[src/rtl/multicycle_control_fsm_if.sv]
// Shared memory-port handshake between the multi-cycle controller and the memory.
// The controller owns the request side; memory answers with a ready strobe.
interface multicycle_control_fsm_if;
    logic mem_req_o;
    logic mem_we_o;
    logic mem_is_fetch_o;
    logic mem_ready_i;

    modport master (
        output mem_req_o,
        output mem_we_o,
        output mem_is_fetch_o,
        input  mem_ready_i
    );

    modport slave (
        input  mem_req_o,
        input  mem_we_o,
        input  mem_is_fetch_o,
        output mem_ready_i
    );
endinterface

[src/rtl/multicycle_control_fsm.sv]
// Sequencing controller for the multi-cycle RV32I core: FETCH/DECODE/EXEC/MEM/WB
// with a sticky TRAP state for illegal opcodes and memory-request timeouts.
module multicycle_control_fsm #(
    parameter int unsigned MEM_TIMEOUT = 16
) (
    input  logic                           clk_i,
    input  logic                           rst_ni,
    multicycle_control_fsm_if.master       mem,
    input  logic                           run_i,
    input  logic [6:0]                     opcode_i,
    input  logic [2:0]                     funct3_i,
    input  logic                           branch_taken_i,
    output logic                           ir_write_o,
    output logic                           pc_write_o,
    output logic [1:0]                     pc_sel_o,
    output logic                           reg_write_o,
    output logic [1:0]                     wb_sel_o,
    output logic                           alu_a_pc_o,
    output logic                           alu_b_imm_o,
    output logic                           retire_o,
    output logic [2:0]                     state_o,
    output logic [1:0]                     trap_cause_o
);

    localparam logic [6:0] OP_R     = 7'h33;
    localparam logic [6:0] OP_I     = 7'h13;
    localparam logic [6:0] OP_LOAD  = 7'h03;
    localparam logic [6:0] OP_STORE = 7'h23;
    localparam logic [6:0] OP_BR    = 7'h63;
    localparam logic [6:0] OP_JAL   = 7'h6F;
    localparam logic [6:0] OP_JALR  = 7'h67;
    localparam logic [6:0] OP_LUI   = 7'h37;
    localparam logic [6:0] OP_AUIPC = 7'h17;

    localparam int unsigned CW    = (MEM_TIMEOUT > 1) ? $clog2(MEM_TIMEOUT) : 1;
    localparam logic [CW-1:0] LIMIT = CW'(MEM_TIMEOUT - 1);

    typedef enum logic [2:0] {
        S_FETCH  = 3'd0,
        S_DECODE = 3'd1,
        S_EXEC   = 3'd2,
        S_MEM    = 3'd3,
        S_WB     = 3'd4,
        S_TRAP   = 3'd7
    } state_t;

    state_t          state, state_n;
    logic [1:0]      cause, cause_n;
    logic [CW-1:0]   cnt, cnt_n;
    logic            pend, pend_n;
    logic            req, waiting, timeout, legal;

    // Request is gated by rst_ni so it drops the instant reset asserts.
    assign req     = ((state == S_FETCH) && rst_ni && (run_i || pend)) || (state == S_MEM);
    assign waiting = req && !mem.mem_ready_i;
    assign timeout = (MEM_TIMEOUT != 0) && waiting && (cnt == LIMIT);

    always_comb begin
        unique case (opcode_i)
            OP_R, OP_I, OP_LOAD, OP_STORE, OP_JAL, OP_JALR, OP_LUI, OP_AUIPC: legal = 1'b1;
            OP_BR:   legal = (funct3_i != 3'd2) && (funct3_i != 3'd3);
            default: legal = 1'b0;
        endcase
    end

    always_ff @(posedge clk_i or negedge rst_ni) begin
        if (!rst_ni) begin
            state <= S_FETCH;
            cause <= 2'd0;
            cnt   <= '0;
            pend  <= 1'b0;
        end else begin
            state <= state_n;
            cause <= cause_n;
            cnt   <= cnt_n;
            pend  <= pend_n;
        end
    end

    always_comb begin
        state_n        = state;
        cause_n        = cause;
        pend_n         = 1'b0;
        cnt_n          = (waiting && !timeout) ? cnt + 1'b1 : '0;
        mem.mem_req_o      = req;
        mem.mem_we_o       = 1'b0;
        mem.mem_is_fetch_o = 1'b0;
        ir_write_o     = 1'b0;
        pc_write_o     = 1'b0;
        pc_sel_o       = 2'd0;
        reg_write_o    = 1'b0;
        wb_sel_o       = 2'd0;
        alu_a_pc_o     = 1'b0;
        alu_b_imm_o    = 1'b0;
        retire_o       = 1'b0;

        unique case (state)
            S_FETCH: begin
                mem.mem_is_fetch_o = req;
                if (req) begin
                    if (mem.mem_ready_i) begin
                        ir_write_o = 1'b1;
                        pc_write_o = 1'b1;
                        state_n    = S_DECODE;
                    end else if (timeout) begin
                        state_n = S_TRAP;
                        cause_n = 2'd2;
                    end else begin
                        pend_n = 1'b1;
                    end
                end
            end
            S_DECODE: begin
                if (legal) begin
                    state_n = S_EXEC;
                end else begin
                    state_n = S_TRAP;
                    cause_n = 2'd1;
                end
            end
            S_EXEC: begin
                alu_a_pc_o  = (opcode_i == OP_AUIPC);
                alu_b_imm_o = (opcode_i == OP_I) || (opcode_i == OP_LOAD) || (opcode_i == OP_STORE) ||
                              (opcode_i == OP_JALR) || (opcode_i == OP_LUI) || (opcode_i == OP_AUIPC);
                state_n     = S_WB;
                unique case (opcode_i)
                    OP_BR: begin
                        pc_write_o = branch_taken_i;
                        pc_sel_o   = 2'd1;
                        retire_o   = 1'b1;
                        state_n    = S_FETCH;
                    end
                    OP_JAL: begin
                        pc_write_o = 1'b1;
                        pc_sel_o   = 2'd1;
                    end
                    OP_JALR: begin
                        pc_write_o = 1'b1;
                        pc_sel_o   = 2'd2;
                    end
                    OP_LOAD, OP_STORE: state_n = S_MEM;
                    default: ;
                endcase
            end
            S_MEM: begin
                mem.mem_we_o = (opcode_i == OP_STORE);
                if (mem.mem_ready_i) begin
                    if (opcode_i == OP_STORE) begin
                        retire_o = 1'b1;
                        state_n  = S_FETCH;
                    end else begin
                        state_n = S_WB;
                    end
                end else if (timeout) begin
                    state_n = S_TRAP;
                    cause_n = 2'd2;
                end
            end
            S_WB: begin
                reg_write_o = 1'b1;
                retire_o    = 1'b1;
                if (opcode_i == OP_LOAD)
                    wb_sel_o = 2'd1;
                else if ((opcode_i == OP_JAL) || (opcode_i == OP_JALR))
                    wb_sel_o = 2'd2;
                state_n = S_FETCH;
            end
            S_TRAP: ;
            default: state_n = S_FETCH;
        endcase
    end

    assign state_o      = state;
    assign trap_cause_o = cause;

endmodule

[src/flat_wrapper.sv]
// flat-port wrapper written by rule: the top's interface ports become plain ports
module multicycle_control_fsm_flat 
#(
    parameter int unsigned MEM_TIMEOUT = 16
)
  (clk_i, rst_ni, run_i, opcode_i, funct3_i, branch_taken_i, ir_write_o, pc_write_o, pc_sel_o, reg_write_o, wb_sel_o, alu_a_pc_o, alu_b_imm_o, retire_o, state_o, trap_cause_o, mem_mem_req_o, mem_mem_we_o, mem_mem_is_fetch_o, mem_mem_ready_i);
  multicycle_control_fsm_if mem_i ();
  input  logic clk_i;
  input  logic rst_ni;
  input  logic run_i;
  input  logic [6:0] opcode_i;
  input  logic [2:0] funct3_i;
  input  logic branch_taken_i;
  output logic ir_write_o;
  output logic pc_write_o;
  output logic [1:0] pc_sel_o;
  output logic reg_write_o;
  output logic [1:0] wb_sel_o;
  output logic alu_a_pc_o;
  output logic alu_b_imm_o;
  output logic retire_o;
  output logic [2:0] state_o;
  output logic [1:0] trap_cause_o;
  output wire logic [$bits(mem_i.mem_req_o)-1:0] mem_mem_req_o;
  output wire logic [$bits(mem_i.mem_we_o)-1:0] mem_mem_we_o;
  output wire logic [$bits(mem_i.mem_is_fetch_o)-1:0] mem_mem_is_fetch_o;
  input wire logic [$bits(mem_i.mem_ready_i)-1:0] mem_mem_ready_i;
  assign mem_mem_req_o = mem_i.mem_req_o;
  assign mem_mem_we_o = mem_i.mem_we_o;
  assign mem_mem_is_fetch_o = mem_i.mem_is_fetch_o;
  assign mem_i.mem_ready_i = mem_mem_ready_i;
  multicycle_control_fsm #(.MEM_TIMEOUT(MEM_TIMEOUT)) u_core (.clk_i(clk_i), .rst_ni(rst_ni), .mem(mem_i), .run_i(run_i), .opcode_i(opcode_i), .funct3_i(funct3_i), .branch_taken_i(branch_taken_i), .ir_write_o(ir_write_o), .pc_write_o(pc_write_o), .pc_sel_o(pc_sel_o), .reg_write_o(reg_write_o), .wb_sel_o(wb_sel_o), .alu_a_pc_o(alu_a_pc_o), .alu_b_imm_o(alu_b_imm_o), .retire_o(retire_o), .state_o(state_o), .trap_cause_o(trap_cause_o));
endmodule
[config.mk]
export PLATFORM = sky130hd
export DESIGN_NAME = multicycle_control_fsm_flat
export DESIGN_NICKNAME = d
export VERILOG_FILES = /design/src/rtl/multicycle_control_fsm_if.sv /design/src/rtl/multicycle_control_fsm.sv /design/src/flat_wrapper.sv
export SDC_FILE = /design/constraint.sdc
export NUM_CORES = 1
export LEC_CHECK = 0
export ABC_CLOCK_PERIOD_IN_PS = 3400
export CORE_UTILIZATION = 45
export CTS_CLUSTER_SIZE = 40
export DETAILED_ROUTE_END_ITERATION = 7
export PLACE_DENSITY_LB_ADDON = 0.05
export SLEW_MARGIN = 25
export SYNTH_ARGS = -nofsm -noshare
export SYNTH_HDL_FRONTEND = slang
export SYNTH_SLANG_ARGS = --single-unit
[constraint.sdc]
create_clock -name clk_i -period 3.4 [get_ports clk_i]
set_input_delay 0.68 -clock clk_i [delete_from_list [all_inputs] [get_ports clk_i]]
set_output_delay 0.68 -clock clk_i [all_outputs]
set_load 0.02 [all_outputs]
# [Yosys cells after proc, flatten, opt, wreduce, memory -nomap -nowiden]
# Index checks and enable logic that the tools add are counted.
[classes] addsub=1 n_eq_ne=19 muxes=38 n_bitwise=1 n_reduce_logical=24
[op_table] op="$eq A7 B6 Y1 const B" count=3
[op_table] op="$eq A7 B7 Y1 const B" count=3
[op_table] op="$mux W3" count=6
[op_table] op="$mux W2" count=8
[op_table] op="$mux W1" count=15
[op_table] op="$pmux W3 S5" count=1
[op_table] op="$eq A7 B5 Y1 const B" count=2
[op_table] op="$logic_or A1 B1 Y1" count=8
[op_table] op="$reduce_or A8 Y1" count=1
[op_table] op="$eq A7 B2 Y1 const B" count=1
[op_table] op="$eq A3 B2 Y1 const B" count=2
[op_table] op="$eq A3 B3 Y1 const B" count=2
[op_table] op="$logic_and A1 B1 Y1" count=6
[op_table] op="$ne A3 B2 Y1 const B" count=2
[op_table] op="$pmux W1 S2" count=3
[op_table] op="$pmux W2 S3" count=1
[op_table] op="$pmux W3 S2" count=1
[op_table] op="$reduce_or A2 Y1" count=3
[op_table] op="$add A4 B1 Y4 const B" count=1
[op_table] op="$eq A4 B4 Y1 const B" count=1
[op_table] op="$mux W4" count=1
[op_table] op="$pmux W2 S2" count=1
[op_table] op="$eq A3 B1 Y1 const B" count=1
[op_table] op="$logic_not A3 Y1" count=1
[op_table] op="8 further kinds" count=9
[word_totals] reg_bits=10 in_bits=15 output_inout_bits=18 wordCells=87

# [Longest topological paths before layout]
# Gate-level depths: netlist of the first run.
[logic_depth] word_depth=10 depth_mapped=5 mapped_depth_nobuf=5

# [Least setup slack after synthesis of the first run]
# No wires, ideal clock.
[synth_timing] path_type="in2out" from="input port opcode_i[3]" to="output port mem_mem_we_o" t_arrival_ns=1.931 required_time_ns=2.720 path_slack_ns=0.789 cell_stages=3 path_buffers=0 path_cell_list="nand3b_1 > or3_4 > nor4_1"
[synth_via] elab_chain_len=2
[synth_lines] item="from (decl)" line="flat_wrapper.sv:11" source="input logic [6:0] opcode_i;"
[synth_lines] item="$eq A7 B6 Y1" line="multicycle_control_fsm.sv:146" source="mem.mem_we_o = (opcode_i == OP_STORE);"
[synth_lines] item="$mux W1" line="multicycle_control_fsm.sv:97" source="unique case (state)"
[synth_lines] item="to (decl)" line="flat_wrapper.sv:25" source="output wire logic [$bits(mem_i.mem_we_o)-1:0] mem_mem_we_o;"
# No other way between the ends.

# [Worst setup path after layout of the first run]
[layout_timing] from="input port opcode_i[3]" to="output port wb_sel_o[0]"
[layout_via] elab_chain_len=3
[layout_lines] item="$eq A7 B2 Y1" line="multicycle_control_fsm.sv:162" source="if (opcode_i == OP_LOAD)"
[layout_lines] item="$mux W2" line="multicycle_control_fsm.sv:162"
[layout_lines] item="$mux W2" line="multicycle_control_fsm.sv:97"
[layout_lines] item="to (decl)" line="flat_wrapper.sv:18" source="output logic [1:0] wb_sel_o;"
# No other way between the ends.

==> results.py, run 1 <==
metrics = {
    "setup_path": {
        "start_kind": "primary input",
        "crit_path_max_fanout": 5,
        "endpoint_kind": "output pin",
        "worst_path_max_delay_cell": "clkdlybuf4s50_1",
        "critPathBufInv": 2,
        "crit_path_max_incr_delay_ps": 630,
        "worst_path_most_repeated_cell": "clkdlybuf4s50_1",
        "worstPathCellList": "clkdlybuf4s50_1 -> nand3b_1 -> or4_1 -> nor3_1 -> clkdlybuf4s50_1",
        "path_depth": 5,
        "worstPathRequired_ps": 2720,
        "crit_type": "in -> out",
        "worstRegToRegCells": 4,
        "arrival_ps": 2630,
        "critPathTopFamily": "buffers and inverters",
    },
    "sta": {
        "period_share": 0.972,
        "finClkSkew_ps": 3.13,
        "drv_slew": 0,
        "rsz0062_at_grt": "no",
        "fmax_mhz": 303,
        "slew-limit-headroom": 0.704,
        "final_hold_viol_count": 0,
        "layout_min_cycle_time_ps": 3310,
        "fin_tns_setup_ps": 0,
        "worstMarginPinSlew_ps": 444,
        "finalSetupViolCount": 0,
    },
    "finish": {
        "antennaDiodeCount": 0,
        "stdcell_count": 148,
        "fin_area_sq_um": 1220,
        "nets": 149,
        "fillCellCount": 123,
        "area_growth_pct": 52.0,
        "drive_above_1_share": 0.197,
    },
    "logic_synthesis": {
        "synth_edf_count": 0,
        "synth_ff_type": "dfrtp_1",
        "yosysSeqAreaShare": 0.312,
        "syn_nets": 109,
        "synth_cells": 93,
        "syn-cell-area_sq_um": 802,
        "synth-async-reset-ratio": 1.00,
        "avgSynthCellArea_sq_um": 8.62,
        "synth_cell_types": 48,
        "yosysWarnings": 0,
        "ys_ff_latch": 10,
    },
    "run_status": {
        "status": "complete, but fails checks",
        "violations": "design-rule violations",
    },
    "die": {
        "die_area_sq_um": 1950,
        "rows": 14,
        "die_x_microns": 44.2,
        "start_util": 0.509,
        "io_pins": 33,
        "dieHeight_microns": 44.2,
        "core_sq_um": 1580,
    },
    "clocking": {
        "cts_buffers": 3,
        "clock-sinks": 10,
        "cts_hold_buf": 0,
        "clk-insertion-delay-late_ps": 260,
        "cts.path.max_buffers": 2,
        "cts_tree": "done",
        "path_clk_slew_ps": 60,
        "cts-root-buf": "clkbuf_4",
        "h-tree-depth": 1,
    },
    "power": {
        "p_per_area_nw_per_um2": 494,
        "p_comb_frac": 0.507,
        "internal_power_w": 0.000359,
        "p_seq_frac": 0.319,
        "clkPwrFrac": 0.174,
        "total_power_w": 0.000602,
        "power_leakage_nw": 0.546,
        "switchingPower_w": 0.000243,
        "p_sw_frac": 0.404,
        "ir_worst_vdd_uv": 489,
    },
    "global_routing": {
        "grt_pass1_vias": 789,
        "grt_usage": 0.220,
        "grt_antenna_before_repair": 0,
        "grt_max_degree": 16,
        "overflow": 0,
        "grt_pass1_wl_microns": 3270,
    },
    "placement": {
        "hpwlAfterDp_microns": 1600,
        "postPlaceCellArea_sq_um": 1180,
        "io_buffers": 31,
        "place_inst": 144,
        "place_congestion": 0.846,
    },
    "routing": {
        "wl_microns": 1990,
        "first_pass_iters": 6,
        "ant_nets": 0,
        "drt_iter0_drc": 26,
        "wl_per_cell_microns": 13.4,
        "drc": 1,
        "drt-vias-per-instance": 5.77,
        "via_count": 854,
    },
    "run": {
        "maxCapViolCount": 0,
    },
    "worst_hold_path": {
        "min_path_type": "reg -> reg",
        "hold_path_depth": 1,
    },
}
==> registers in the layout, indices dropped and copies added (netlist names) <==
signal,count
u_core.cnt,4
u_core.state_o,3
u_core.pend,1
u_core.trap_cause_o,2
==> cell type report <==
cell class | count | area (sq um) | area share
clock buffers | 4 | 36.3 | 0.0298
inverters | 6 | 22.5 | 0.0185
multi-input cells | 72 | 507 | 0.416
flip-flops and latches | 10 | 250 | 0.205
well taps | 16 | 20.0 | 0.0164
repair buffers | 40 | 383 | 0.314
==> worst paths after layout <==
kind                                          startpoint                                 end  slack [ps]
max                                          opcode_i[3]                         wb_sel_o[0]          90
min                              u_core.cnt[0]$_DFF_PN0_             u_core.cnt[0]$_DFF_PN0_         450
max reg2reg                u_core.state_o[1]$_DFFE_PN0P_  u_core.trap_cause_o[0]$_DFFE_PN0P_        1580
min reg2reg                      u_core.cnt[0]$_DFF_PN0_             u_core.cnt[0]$_DFF_PN0_         450
max in group asynchronous                         rst_ni  u_core.trap_cause_o[0]$_DFFE_PN0P_        2400
min in group asynchronous                         rst_ni       u_core.state_o[0]$_DFFE_PN0P_         850
==> cells by family after synthesis <==
logic type,share of synthesized area
xor gates and xnor gates,0.0218
AOI/OAI and AO/OA,0.211
adders and majority gates,0.0156
and+or+nand+nor,0.359
muxes,0.0250
buffers and inverters,0.0562
DFF,0.312
==> power by group through the flow <==
stage	Clock, W	Sequential (W)	Combinational, W
CTS	0.000108	0.000191	0.000307
global route	0.000116	0.000198	0.000329
floorplan	0	0.000175	0.000203
finish	0.000104	0.000192	0.000305
global placement	0	0.000192	0.000301
detailed placement	0	0.000193	0.000305
==> layer usage <==
layer	vias up	track usage	wire length [microns]
met5	-	0	0
met4	0	0.0424	11
met3	2	0.0531	130
met2	36	0.356	949
met1	388	0.301	898
li1	428	-	-
==> per-stage QoR <==
stage / setup slack (ps) / hold slack, ps / util
floorplan: 789 / 384 / -
global placement: 65.9 / 443 / 0.747
detailed placement: 65.3 / 448 / 0.747
CTS: 56.4 / 456 / 0.770
global route: 0.441 / 491 / 0.773
finish: 94.4 / 452 / 0.773
==> cells in the mapped netlist, drive strengths merged, types with 2 or more instances <==
library cell	number	area (sq um)
nor2b	4	25.0
dfrtp	10	250
mux2i	2	20.0
or4	2	18.8
nor3	6	35.0
nand2b	2	12.5
clkbuf	2	7.51
nand2	5	21.3
inv	6	22.5
or2	3	21.3
nand3	3	15.0
o21ai	2	21.3
nor4	4	25.0
o211ai	2	20.0
buf	3	15.0
nor2	10	37.5
a21oi	2	10.0
==> cell usage in the layout (no fill, tap or decap), types with 2 or more instances in the layout <==
master / instances
a21oi_1: 2
buf_4: 9
clkbuf_4: 3
clkdlybuf4s50_1: 29
dfrtp_1: 10
dlymetal6s2s_1: 2
inv_1: 6
mux2i_1: 2
nand2_1: 4
nand2b_1: 2
nand3_1: 3
nor2_1: 10
nor2b_1: 4
nor3_1: 5
nor4_1: 4
or2_2: 2
==> repair_timing <==
item / 4_1_cts / 5_1_grt
setup endpoints to repair: 0 / 2
gates resized for setup: 0 / 2
setup buffers: 0 / 0
Power figures use the tool's default switching activity.
==> run 2: changes to the inputs <==
--- a/config.mk
+++ b/config.mk
@@ -9,6 +9,8 @@
 export CORE_UTILIZATION = 45
 export CTS_CLUSTER_SIZE = 40
 export DETAILED_ROUTE_END_ITERATION = 7
+export GPL_TIMING_DRIVEN = 0
+export HOLD_SLACK_MARGIN = 0.1
 export PLACE_DENSITY_LB_ADDON = 0.05
 export SLEW_MARGIN = 25
 export SYNTH_ARGS = -nofsm -noshare
==> run 2 against run 1 <==
  * The run now ends clean
  * Worst hold slack better by 12 ps
  * Highest routed layer unchanged
  * Register-to-register slack better by 160 ps
  * Count of clock-buffer cells in the layout stayed put
  * Non-clock buffer count fell by 5
==> results.py, run 2 (synthesized netlist as in run 1, its figures left out) <==
metrics = {
    "die": {
        "die_area_sq_um": 1950,
        "core_sq_um": 1580,
        "io_pins": 33,
        "die_x_microns": 44.2,
        "start_util": 0.509,
        "rows": 14,
        "dieHeight_microns": 44.2,
    },
    "power": {
        "switchingPower_w": 0.000258,
        "p_per_area_nw_per_um2": 531,
        "power_leakage_nw": 0.513,
        "ir_worst_vdd_uv": 499,
        "clkPwrFrac": 0.185,
        "p_seq_frac": 0.254,
        "p_comb_frac": 0.561,
        "p_sw_frac": 0.418,
        "total_power_w": 0.000619,
        "internal_power_w": 0.000360,
    },
    "run": {
        "maxCapViolCount": 0,
    },
    "sta": {
        "slew-limit-headroom": 0.651,
        "fmax_mhz": 301,
        "layout_min_cycle_time_ps": 3320,
        "finClkSkew_ps": 10.1,
        "setup_ws_ps": 78.1,
        "final_hold_viol_count": 0,
        "finalSetupViolCount": 0,
        "worstMarginPinSlew_ps": 523,
        "rsz0062_at_grt": "no",
        "drv_slew": 0,
        "period_share": 0.977,
    },
    "routing": {
        "drt_iter0_drc": 20,
        "via_count": 872,
        "ant_nets": 0,
        "wl_microns": 2070,
        "drc": 0,
        "wl_per_cell_microns": 14.4,
        "first_pass_iters": 6,
        "drt-vias-per-instance": 6.10,
    },
    "finish": {
        "final_cell_mix": "clkdlybuf4s50_1, nor2_1, dfrtp_1",
        "area_growth_pct": 45.4,
        "antennaDiodeCount": 0,
        "nets": 144,
        "final_common_cell": "clkdlybuf4s50_1",
        "drive_above_1_share": 0.165,
        "final_core_util": 0.740,
        "regMostFlops": "u_core.cnt",
        "largest_reg_flops": 4,
    },
    "placement": {
        "io_buffers": 30,
        "hpwlAfterDp_microns": 1640,
        "place_congestion": 0.844,
        "preCtsSetupSlack_ps": -93.3,
    },
    "clocking": {
        "cts-root-buf": "clkbuf_4",
        "cts_tree": "done",
        "cts.path.max_buffers": 2,
        "path_clk_slew_ps": 70,
        "clk-insertion-delay-late_ps": 280,
        "h-tree-depth": 1,
        "cts_buffers": 3,
        "cts_setup_buffers": 0,
        "clock-sinks": 10,
    },
    "setup_path": {
        "endpoint_kind": "output pin",
        "start_kind": "primary input",
        "arrival_ps": 2640,
        "crit_type": "in -> out",
        "crit_path_max_fanout": 6,
        "worstPathRequired_ps": 2720,
    },
    "global_routing": {
        "grt_usage": 0.243,
        "overflow": 0,
        "grt_pass1_vias": 785,
        "grt_pass1_wl_microns": 3450,
        "grt_antenna_before_repair": 0,
        "grt_max_degree": 12,
    },
    "run_status": {
        "status": "completed",
    },
    "worst_hold_path": {
        "min_path_type": "reg -> reg",
    },
}
## run 2: cell types whose count changed in the layout (fill, tap and decap cells not counted)
| cell | change |
|---|---|
| nor3_2 | +1 |
| buf_2 | +3 |
| nor3_1 | -1 |
| clkbuf_1 | +2 |
| clkdlybuf4s50_1 | -3 |
| buf_4 | -9 |
| dlygate4sd2_1 | +2 |
## run 2: repair_timing
action,CTS,global route
hold buffers,0,0
gates cloned,0,0
endpoints found under the setup margin,2,2
resized for setup,3,2
pin swaps,0,1
## run 2: per-layer routing
layer,GRT usage,wire (microns)
met5,0,0
met2,0.415,988
met4,0.0485,17
met1,0.300,931
met3,0.0776,129
## run 2: worst max-delay path: stages
cell and delay [ps]:
clkdlybuf4s50_1 520, nand3b_1 240, nor3_2 90, a32o_1 280, a211o_1 290, clkdlybuf4s50_1 530
## run 2: layout make-up
type,count,area (sq um)
multi-input combinational,72,512
fill,133,410
timing repair buffer,30,303
sequential,10,250
clock buffer,4,36.3
buffer,5,22.5
inverter,6,22.5
tap,16,20.0
## run 2: per-stage QoR
| stage | setup TNS (ps) | hold slack (ps) | area (sq um) | cells |
|---|---|---|---|---|
| floorplan | 0 | 384 | 802 | 93 |
| global placement | -78.4 | 443 | 1120 | 139 |
| detailed placement | -98.7 | 463 | 1120 | 139 |
| CTS | 0 | 472 | 1160 | 143 |
| global route | 0 | 488 | 1170 | 143 |
| finish | 0 | 464 | 1170 | 143 |
## run 2: power by group through the flow
stage               Clock (W)  Combinational, W  Sequential (W)
global route         0.000123          0.000375        0.000159
floorplan                   0          0.000203        0.000175
finish               0.000115          0.000347        0.000157
detailed placement          0          0.000345        0.000160
global placement            0          0.000338        0.000159
CTS                  0.000115          0.000345        0.000158
## run 2: path summary, 6_finish.rpt
check / startpoint / endpoint / slack (ps) / cells after the start
worst max-delay path: opcode_i[3] / pc_write_o / 80 / 6
worst min-delay path: u_core.cnt[0]$_DFF_PN0_ / u_core.cnt[0]$_DFF_PN0_ / 460 / 1
worst max register to register: u_core.state_o[1]$_DFFE_PN0P_ / u_core.trap_cause_o[0]$_DFFE_PN0P_ / 1740 / 4
worst min register to register: u_core.cnt[0]$_DFF_PN0_ / u_core.cnt[0]$_DFF_PN0_ / 460 / 1
max in group asynchronous: rst_ni / u_core.state_o[2]$_DFFE_PN0P_ / 2570 / 1
min in group asynchronous: rst_ni / u_core.cnt[2]$_DFF_PN0_ / 470 / 1
